[src/rtl/sdram_pkg.sv]
// Shared types and defaults for the SDRAM two-client port arbiter.
// Holds the arbiter FSM encoding, client index type and width defaults.
package sdram_pkg;

    localparam int SDRAM_ADDR_W = 12;
    localparam int SDRAM_DATA_W = 16;

    typedef enum logic {
        IDLE  = 1'b0,
        ISSUE = 1'b1
    } arb_state_e;

    typedef logic client_t;

endpackage

[src/rtl/sdram_tag_fifo.sv]
// In-order tag FIFO recording which client owns each outstanding read.
// Push and pop may occur together; pop is ignored when empty.
module sdram_tag_fifo #(
    parameter int DEPTH = 4,
    parameter int W     = 1
) (
    input  logic         clk,
    input  logic         reset,
    input  logic         push,
    input  logic         pop,
    input  logic [W-1:0] din,
    output logic         full,
    output logic         empty,
    output logic [W-1:0] head
);

    localparam int AW = $clog2(DEPTH);
    localparam logic [AW:0] FULL_CNT = (AW + 1)'(DEPTH);

    logic [W-1:0]  mem_q [DEPTH];
    logic [W-1:0]  mem_d [DEPTH];
    logic [AW-1:0] wp_q, wp_d;
    logic [AW-1:0] rp_q, rp_d;
    logic [AW:0]   cnt_q, cnt_d;
    logic          do_push, do_pop;

    assign empty = (cnt_q == '0);
    assign full  = (cnt_q == FULL_CNT);
    assign head  = mem_q[rp_q];

    // Next pointers, count and storage for this cycle's push/pop.
    always_comb begin
        mem_d   = mem_q;
        wp_d    = wp_q;
        rp_d    = rp_q;
        cnt_d   = cnt_q;
        do_pop  = pop && !empty;
        do_push = push && (!full || do_pop);
        if (do_push) begin
            mem_d[wp_q] = din;
            wp_d        = wp_q + 1'b1;
        end
        if (do_pop) begin
            rp_d = rp_q + 1'b1;
        end
        if (do_push && !do_pop) begin
            cnt_d = cnt_q + 1'b1;
        end else if (do_pop && !do_push) begin
            cnt_d = cnt_q - 1'b1;
        end
    end

    // Pointer and count registers; reset empties the FIFO.
    always_ff @(posedge clk) begin
        if (!reset) begin
            wp_q  <= '0;
            rp_q  <= '0;
            cnt_q <= '0;
        end else begin
            wp_q  <= wp_d;
            rp_q  <= rp_d;
            cnt_q <= cnt_d;
        end
    end

    // Tag storage; contents are don't-care while empty.
    always_ff @(posedge clk) begin
        mem_q <= mem_d;
    end

endmodule

[src/rtl/sdram_port_arbiter.sv]
// Two-client arbiter in front of a single-command SDRAM controller port.
// SDRAM_ARB_FIXED_PRIO_EN: client 0 always wins ties; else round-robin.
module sdram_port_arbiter
    import sdram_pkg::*;
#(
    parameter int ADDR_W    = SDRAM_ADDR_W,
    parameter int DATA_W    = SDRAM_DATA_W,
    parameter int TAG_DEPTH = 4
) (
    input  logic              clk,
    input  logic              reset,
    input  logic              c0_req,
    input  logic              c0_we,
    input  logic [ADDR_W-1:0] c0_addr,
    input  logic [DATA_W-1:0] c0_wdata,
    output logic              c0_gnt,
    output logic [DATA_W-1:0] c0_rdata,
    output logic              c0_rvalid,
    input  logic              c1_req,
    input  logic              c1_we,
    input  logic [ADDR_W-1:0] c1_addr,
    input  logic [DATA_W-1:0] c1_wdata,
    output logic              c1_gnt,
    output logic [DATA_W-1:0] c1_rdata,
    output logic              c1_rvalid,
    input  logic              busy,
    output logic              wr_req,
    output logic [ADDR_W-1:0] wr_addr,
    output logic [DATA_W-1:0] wr_data,
    input  logic              wr_gnt,
    output logic              rd_req,
    output logic [ADDR_W-1:0] rd_addr,
    input  logic              rd_gnt,
    input  logic [DATA_W-1:0] rd_data,
    input  logic              rd_valid,
    output logic              err_orphan
);

    arb_state_e        state_q, state_d;
    client_t           win_q, win_d;
    logic              we_q, we_d;
    logic [ADDR_W-1:0] addr_q, addr_d;
    logic [DATA_W-1:0] wdata_q, wdata_d;
    logic              rv0_q, rv0_d;
    logic              rv1_q, rv1_d;
    logic [DATA_W-1:0] rdata0_q, rdata0_d;
    logic [DATA_W-1:0] rdata1_q, rdata1_d;
    logic              err_q, err_d;

    logic    fifo_full, fifo_empty;
    client_t fifo_head;
    logic    elig0, elig1;
    client_t pick;
    logic    gnt_hit;
    logic    tag_push;

    assign elig0 = c0_req && (c0_we || !fifo_full);
    assign elig1 = c1_req && (c1_we || !fifo_full);

`ifdef SDRAM_ARB_FIXED_PRIO_EN
    assign pick = elig0 ? 1'b0 : 1'b1;
`else
    client_t prio_q, prio_d;
    assign pick = (elig0 && elig1) ? prio_q : elig1;
`endif

    assign wr_req  = (state_q == ISSUE) && we_q;
    assign rd_req  = (state_q == ISSUE) && !we_q;
    assign wr_addr = addr_q;
    assign rd_addr = addr_q;
    assign wr_data = wdata_q;

    assign gnt_hit  = (state_q == ISSUE) && (we_q ? wr_gnt : rd_gnt);
    assign tag_push = gnt_hit && !we_q;
    assign c0_gnt   = gnt_hit && (win_q == 1'b0);
    assign c1_gnt   = gnt_hit && (win_q == 1'b1);

    assign c0_rvalid  = rv0_q;
    assign c1_rvalid  = rv1_q;
    assign c0_rdata   = rdata0_q;
    assign c1_rdata   = rdata1_q;
    assign err_orphan = err_q;

    sdram_tag_fifo #(
        .DEPTH (TAG_DEPTH),
        .W     (1)
    ) u_tag_fifo (
        .clk   (clk),
        .reset (reset),
        .push  (tag_push),
        .pop   (rd_valid),
        .din   (win_q),
        .full  (fifo_full),
        .empty (fifo_empty),
        .head  (fifo_head)
    );

    // Command FSM: latch the winner in IDLE, hold the request until granted.
    always_comb begin
        state_d = state_q;
        win_d   = win_q;
        we_d    = we_q;
        addr_d  = addr_q;
        wdata_d = wdata_q;
`ifndef SDRAM_ARB_FIXED_PRIO_EN
        prio_d  = prio_q;
`endif
        unique case (state_q)
            IDLE: begin
                if (!busy && (elig0 || elig1)) begin
                    state_d = ISSUE;
                    win_d   = pick;
                    we_d    = pick ? c1_we : c0_we;
                    addr_d  = pick ? c1_addr : c0_addr;
                    wdata_d = pick ? c1_wdata : c0_wdata;
                end
            end
            ISSUE: begin
                if (gnt_hit) begin
                    state_d = IDLE;
`ifndef SDRAM_ARB_FIXED_PRIO_EN
                    prio_d  = ~win_q;
`endif
                end
            end
            default: state_d = IDLE;
        endcase
    end

    // Read return routing by head tag; unmatched data flags an orphan.
    always_comb begin
        rv0_d    = rd_valid && !fifo_empty && (fifo_head == 1'b0);
        rv1_d    = rd_valid && !fifo_empty && (fifo_head == 1'b1);
        rdata0_d = rv0_d ? rd_data : rdata0_q;
        rdata1_d = rv1_d ? rd_data : rdata1_q;
        err_d    = err_q || (rd_valid && fifo_empty);
    end

    // State and datapath registers with synchronous active-low reset.
    always_ff @(posedge clk) begin
        if (!reset) begin
            state_q  <= IDLE;
            win_q    <= 1'b0;
            we_q     <= 1'b0;
            addr_q   <= '0;
            wdata_q  <= '0;
            rv0_q    <= 1'b0;
            rv1_q    <= 1'b0;
            rdata0_q <= '0;
            rdata1_q <= '0;
            err_q    <= 1'b0;
`ifndef SDRAM_ARB_FIXED_PRIO_EN
            prio_q   <= 1'b0;
`endif
        end else begin
            state_q  <= state_d;
            win_q    <= win_d;
            we_q     <= we_d;
            addr_q   <= addr_d;
            wdata_q  <= wdata_d;
            rv0_q    <= rv0_d;
            rv1_q    <= rv1_d;
            rdata0_q <= rdata0_d;
            rdata1_q <= rdata1_d;
            err_q    <= err_d;
`ifndef SDRAM_ARB_FIXED_PRIO_EN
            prio_q   <= prio_d;
`endif
        end
    end

endmodule

[config.mk]
export PLATFORM = sky130hd
export DESIGN_NAME = sdram_port_arbiter
export DESIGN_NICKNAME = d
export VERILOG_FILES = /design/src/rtl/sdram_pkg.sv /design/src/rtl/sdram_tag_fifo.sv /design/src/rtl/sdram_port_arbiter.sv
export SDC_FILE = /design/constraint.sdc
export NUM_CORES = 1
export LEC_CHECK = 0
export CAP_MARGIN = 5
export CORE_ASPECT_RATIO = 2
export CORE_MARGIN = 4
export CORE_UTILIZATION = 41
export DETAILED_ROUTE_END_ITERATION = 7
export PLACE_DENSITY = 0.89
export SLEW_MARGIN = 10
export SYNTH_ARGS = -nofsm -noshare
export SYNTH_HDL_FRONTEND = slang
export SYNTH_HIERARCHICAL = 1
export SYNTH_SLANG_ARGS = --single-unit
[constraint.sdc]
create_clock -name clk -period 3 [get_ports clk]
set_input_delay 0.45 -clock clk [delete_from_list [all_inputs] [get_ports clk]]
set_output_delay 0.45 -clock clk [all_outputs]
set_load 0.01 [all_outputs]
# Word level (Yosys, flattened, before mapping)
# Cells that the tools add are included.
[classes] order_cmp=3 n_addsub=4 reduce_logical=33 eq_ne=1 bitwise_logic=5 muxes=16
[ops] cell="1-bit logical AND" count=18
[ops] cell="16-bit two-way mux" count=1
[ops] cell="12-bit two-way mux" count=1
[ops] cell="1-bit two-way mux" count=8
[ops] cell="3-bit greater-or-equal comparator, second input constant" count=2
[ops] cell="1-bit zero test" count=6
[ops] cell="3-bit two-way mux" count=2
[ops] cell="2-bit NOT with 3-bit output" count=2
[ops] cell="1-bit logical OR" count=5
[ops] cell="2-bit by 1-bit adder with 2-bit output, second input constant" count=2
[ops] cell="4-bit bitwise mux" count=1
[ops] cell="2-bit AND reduction" count=2
[ops] cell="3-bit by 1-bit adder with 3-bit output, second input constant" count=1
[ops] cell="3-bit == test, second input constant" count=1
[ops] cell="3-bit zero test" count=1
[ops] cell="3-bit by 1-bit < comparator with 1-bit output, second input constant" count=1
[ops] cell="1-bit NOT" count=3
[ops] cell="3-bit by 1-bit subtractor with 3-bit output, second input constant" count=1
[ops] cell="1-bit binary-select mux with 2-bit select" count=1
[ops] cell="1-bit demux with 2-bit select" count=1
[ops] cell="1-bit one-hot mux with 2 select lines" count=1
[ops] cell="2-bit nonzero test" count=1
[totals] in_bits=82 reg_bits=78 output_inout_bits=79

# Longest topological paths before layout
# Gate-level depths: netlist of run 1.
[depth] depth_word=9 depth_mapped=9

# By module
# The synthesis of run 1 kept the hierarchy.
[by_module_without_submodules] module="sdram_port_arbiter" area_per_inst_um2=2776.4 n_inst=1 cells_per_inst=347 seq_area_each_um2=1341.3
[by_module_without_submodules] module="sdram_tag_fifo" area_per_inst_um2=586.8 n_inst=1 cells_per_inst=49 seq_area_each_um2=260.2

# Least setup slack after synthesis of run 1
# No wires, ideal clock.
[synth_timing] path_kind="register to register" from="reg state_q" to="reg u_tag_fifo.cnt_q[2]" stages_incl_launch_ff=10 t_required_ns=2.924 path_slack_ns=0.702 period_less_slack_ns=2.298 setup_time_ns=0.076 arrival_ns=2.222 path_buffers=0 cell_sequence="dfxtp_1 nor2b_1 and2_1 a21boi_4 ha_1 inv_1 fa_1 xor2_1 or3_1 a21boi_0"
[synth_via] elab_chain_cells=6 elab_cells_between_ends=8 cone_classes="mux (1); reduce/logical (7)"
[synth_lines] element="start, declared" line="sdram_port_arbiter.sv:39" text="arb_state_e state_q, state_d;"
[synth_lines] element="start signal, assigned" line="sdram_port_arbiter.sv:156" text="state_q <= state_d;"
[synth_lines] element="1-bit logical AND *" line="sdram_port_arbiter.sv:73" text="assign gnt_hit = (state_q == ISSUE) && (we_q ? wr_gnt : rd_gnt);"
[synth_lines] element="1-bit logical AND *" line="sdram_port_arbiter.sv:74" text="assign tag_push = gnt_hit && !we_q;"
[synth_lines] element="named net tag_push" line="sdram_port_arbiter.sv:55" text="logic tag_push;"
[synth_lines] element="1-bit logical AND *" line="sdram_tag_fifo.sv:38" text="do_push = push && (!full || do_pop);"
[synth_lines] element="named net u_tag_fifo.do_push" line="sdram_tag_fifo.sv:25" text="logic do_push, do_pop;"
[synth_lines] element="1-bit zero test" line="sdram_tag_fifo.sv:48" text="end else if (do_pop && !do_push) begin"
[synth_lines] element="1-bit logical AND" line="sdram_tag_fifo.sv:48"
[synth_lines] element="2-bit nonzero test (no line)"
[synth_lines] element="end signal, assigned" line="sdram_tag_fifo.sv:62" text="cnt_q <= cnt_d;"
[synth_lines] element="end, declared" line="sdram_tag_fifo.sv:24" text="logic [AW:0] cnt_q, cnt_d;"
# Mark *: on every way through the listed nets, which the timed path passes. The rest lies on a longest branch.
# A chain may end at the register's enable or synchronous reset.

# Worst setup path after layout of run 1
# Ends and elaborated chain as after synthesis.

==> results.cfg, run 1 <==
[die]
die_h_um = 136
rows = 46
core_mm2 = 0.00794
design.die.area_mm2 = 0.00980
initial_core_util_pct = 42.3
num_io_pins = 161
fp.dieW_um = 72.0

[placed_design]
gp_congestion = 0.814
dp_hpwl_mm = 7.44
portBuffers = 160
dpl_cell_area_mm2 = 0.00495

[timing]
slew_headroom_pct = 55.8
timing.fmax_mhz = 397
finalHoldViolCount = 0
finalSetupViolCount = 0
rsz0062_at_grt = false
min_period_ps = 2520
fin_hold_ws_ps = 463
worstMarginPinSlew_ps = 664
finalCritPeriodShare_pct = 84.0
drv_slew = 0
finalSetupTns_ps = 0
skew_ps = 8.62

[synthesis]
synth_nets = 484
yosysWarnings = 6
synth_area_leaders = dfxtp_1 44%, nand2_1 14%, a21boi_0 7.1%
ys_seq_area_share_pct = 47.6
syn_area_mm2 = 0.00336
synth.avg_cell_area_um2 = 8.49
synth_cells = 396
synth_edf_count = 4
synth_area_leader_cell = dfxtp_1
synth_top_area_share_pct = 44.0
synthFlopType = dfxtp_1
synth.most_common_cell = nand2_1
synth_commonest_cells = 127 x nand2_1, 74 x dfxtp_1, 32 x a21boi_0
ys_ff_latch = 78
yosysUniqueCellTypes = 39
synthArstFlopShare_pct = 0

[power]
leakage_uw = 0.00193
ir_worst_vdd_uv = 380
power_uw = 3410
power_density_mw_per_mm2 = 650

[detailed_routing]
num_vias = 3244
avgRoutedWirePerCell_um = 15.1
via_per_inst = 5.09
routed_wl_mm = 9.63
drt_first_pass_iters = 5
dr.first_iter.drc_count = 121
antenna_left = 0
drc = 0

[cts]
clockBufferDepth = 2
cts.htree.levels = 3
root_buffer = clkbuf_16
cts-hold-fix-buffers = 0
numCtsBuffers = 9
numClockSinks = 78
clk_latency_ps = 330
tritoncts = built
cts.clk_slew.worst_paths_ps = 60
post_cts_buffers = 0
cts_resized = 0

[final_layout]
area_growth_pct = 56.0
final_nets = 624
post-route-util_pct = 66.1
drive_above_1_share_pct = 5.91
antenna_cells = 0
design_area_mm2 = 0.00525

[global_routing]
antenna_found_initial = 0
grt_pass1_vias = 3414
overflow = 0
grt_max_degree = 61
grt_pass1_wl_mm = 15.4
grtUsageTotal_pct = 20.2

[critical_path]
required_ps = 3240
critPathMaxFanout = 7
critPathKind = flop to flop
crit_path_start_kind = flop
arrival_ps = 2760
endpoint_kind = flop

[hold_path]
min_path_type = flop to flop

[run]
drv_cap = 0

[status]
outcome = complete, no violations
## worst max-delay path, cell delays in order, from the launching register on
cell and delay, ps:
dfxtp_1 460, nor2b_1 200, and2_1 150, a21boi_4 250
ha_1 220, inv_1 70, fa_1 380, xor2_1 160
or3_1 310, a21boi_0 230
## stage by stage
stage	setup slack (ps)	cells
global placement	403	621
global route	307	637
finish	479	637
floorplan	702	396
CTS	451	637
detailed placement	218	621
## cell type report
cell class,count,area (um^2)
Clock inverter,7,72.6
Timing Repair Buffer,166,1640
Sequential cell,78,1600
Clock buffer,9,225
Inverter,6,22.5
Tap cell,96,120
Fill cell,628,2700
Multi-Input combinational cell,275,1560
## path summary, 6_finish.rpt
| check | startpoint | end | slack, ps | cells after the start |
|---|---|---|---|---|
| min reg2reg | c1_rdata[1] | c1_rdata[1] | 460 | 2 |
| max reg2reg | state_q | u_tag_fifo/cnt_q[2] | 480 | 9 |
| max | state_q | u_tag_fifo/cnt_q[2] | 480 | 9 |
| min | c1_rdata[1] | c1_rdata[1] | 460 | 2 |
## layer usage
metal	GRT usage, %	part of all wire (%)
met4	9.21	2.2
met2	38.5	56
met1	18.6	34
met3	6.81	7.8
met5	0	0
## where the power goes
group	internal, uW	switching, uW	leakage [uW]
combinational	540	491	0.00115
clock	645	423	0.000142
sequential	1190	116	0.000643
total	2380	1030	0.00193
## logic make-up (layout without fill, tap and decap cells)
group / after synthesis / in the layout / share of synthesized area (%)
flops: 78 / 78 / 47.6
fa+ha+maj: 6 / 6 / 2.46
buf+inv: 43 / 188 / 6.62
compound gates: 104 / 104 / 20.5
xor+xnor: 4 / 4 / 1.04
mux: 5 / 5 / 1.90
simple gates: 156 / 156 / 19.9
## registers in the layout (all words and copies together), names as in the netlist, 2 cells and up
name / flops
wr_data: 16
u_tag_fifo/mem_q: 4
u_tag_fifo/cnt_q: 3
u_tag_fifo/wp_q: 2
c0_rdata: 16
rd_addr: 12
c1_rdata: 16
u_tag_fifo/rp_q: 2
## placed cells by master (no fill, tap or decap), drive strengths merged, types with 2 or more instances in the layout
master           n
clkdlybuf4s50  159
nand2          127
dfxtp           74
a21boi          34
o21ai           31
a31oi           29
and2            13
clkbuf           9
inv              7
buf              7
nor2b            5
ha               5
edfxtp           4
nor2             3
mux2i            3
xnor2            3
clkinv           3
nor3b            2
a21oi            2
clkinvlp         2
o311ai           2
(Power assumes the default switching activity.)
==> run 2, diff against run 1 <==
CORE_UTILIZATION = 37   (was 41)
PLACE_DENSITY = 0.85   (was 0.89)
clock period = 2.05 ns   (was 3 ns; I/O delays follow)
==> results.cfg, run 2 (same netlist as run 1, synthesis figures left out) <==
[global_routing]
grt_max_degree = 45
grtUsageTotal_pct = 17.9
antenna_found_initial = 0
grt_pass1_vias = 3400
grt_pass1_wl_mm = 14.9
overflow = 0

[placed_design]
portBuffers = 160
dpl_cell_area_mm2 = 0.00512
dp_hpwl_mm = 7.55
pre_cts_ws_ps = -347
gp_congestion = 0.810
place_inst = 640

[critical_path]
crit_path_start_kind = primary input
startpoint = rd_gnt
reg2reg_slack_ps = 20
required_ps = 2310
critical_path.endpoint = u_tag_fifo/cnt_q[2]
endpoint_kind = flop
r2r-start = state_q
r2r_end = u_tag_fifo/cnt_q[2]
ff2ff_path_depth = 9
arrival_ps = 2300
critPathKind = primary input to flop
critPathMaxFanout = 2

[timing]
slew_headroom_pct = 51.7
fin_hold_ws_ps = 460
finalHoldViolCount = 0
skew_ps = 9.13
timing.fmax_mhz = 490
drv_slew = 0
min_period_ps = 2040
worstMarginPinSlew_ps = 725
finalSetupViolCount = 0
rsz0062_at_grt = true
worst_slack_ps = 9.54
finalCritPeriodShare_pct = 99.5

[detailed_routing]
drc = 0
routed_wl_mm = 9.77
via_per_inst = 5.04
drt_first_pass_iters = 4
antenna_left = 0
dr.first_iter.drc_count = 107
avgRoutedWirePerCell_um = 14.9
num_vias = 3308

[cts]
root_buffer = clkbuf_16
cts-hold-fix-buffers = 0
cts.htree.levels = 3
numClockSinks = 78
numCtsBuffers = 9
clk_latency_ps = 330
cts.clk_slew.worst_paths_ps = 60
tritoncts = built
clockBufferDepth = 2

[power]
switchingPower_uw = 1530
power_frac_comb_pct = 32.3
ir_worst_vdd_uv = 570
leakage_uw = 0.00203
power_uw = 5120
p_int_uw = 3590
seq_power_share_pct = 37.4
p_sw_share_pct = 29.8
clkPwrFrac_pct = 30.3
power_density_mw_per_mm2 = 943

[die]
rows = 49
num_io_pins = 161
core_mm2 = 0.00895
die_h_um = 143
initial_core_util_pct = 37.6
design.die.area_mm2 = 0.0108
fp.dieW_um = 75.4

[run]
drv_cap = 0

[hold_path]
min_path_type = flop to flop
hp-start = c1_rdata[7]

[final_layout]
finalNonFillerCells = 657
final_cell_mix = 157 x clkdlybuf4s50_1, 127 x nand2_1, 71 x dfxtp_1, 31 x a21boi_0, 29 x a31oi_1
final_nets = 638
drive_above_1_share_pct = 9.55
design_area_mm2 = 0.00543
area_growth_pct = 61.3
antenna_cells = 0
final_common_cell = clkdlybuf4s50_1

[status]
outcome = complete, no violations
-- run 2: repair_timing --
item	in CTS	in global routing
pin swaps	0	1
gates resized for setup	5	2
setup endpoints to repair	3	5
buffers inserted	0	1
-- run 2: layout make-up --
class / instances / area, um^2
flip-flops and latches: 78 / 1610
repair buffers: 180 / 1790
clock inverters: 5 / 60.1
inverters: 6 / 22.5
well taps: 102 / 128
fillers: 759 / 3530
multi-input cells: 275 / 1580
clock buffers: 11 / 233
-- run 2: critical path: stages --
cell and delay (ps):
clkdlybuf4s50_1 480, and2_4 150, a21boi_4 170, ha_2 200, inv_2 40, fa_2 320, xor2_1 150, or3_1 330
a21boi_2 150
-- run 2: stage by stage --
step | TNS, ps | utilization (%)
floorplan | -22.2 | -
global placement | -240 | 57.2
detailed placement | -421 | 57.2
CTS | 0 | 60.5
global route | -65.2 | 60.6
finish | 0 | 60.6
-- run 2: how the worst min path moves through the flow --
stage                           to  slack (ps)  cells past startpoint
6_report               c1_rdata[7]         460                      2
2_1_floorplan  u_tag_fifo/cnt_q[0]         430                      1
3_3_place_gp          c0_rdata[15]         450                      2
5_1_grt                c1_rdata[9]         480                      2
4_1_cts                c1_rdata[7]         460                      2
3_5_place_dp           c1_rdata[7]         460                      2
-- run 2: power by group through the flow --
stage	combinational [uW]	sequential, uW	clock [uW]
3_5_place_dp	1650	1940	0
2_1_floorplan	750	2000	0
5_1_grt	1800	1940	1640
4_1_cts	1670	1910	1590
6_report	1650	1910	1550
3_3_place_gp	1600	1930	0
-- run 2: layer usage --
| layer | up-vias | wire length, um | track usage (%) | part of all wire [%] |
|---|---|---|---|---|
| li1 | 1632 | - | - | - |
| met1 | 1514 | 3480 | 17.3 | 36 |
| met2 | 140 | 5290 | 32.6 | 54 |
| met3 | 22 | 744 | 6.06 | 7.6 |
| met4 | 0 | 251 | 8.20 | 2.6 |
| met5 | - | 0 | 0 | 0 |
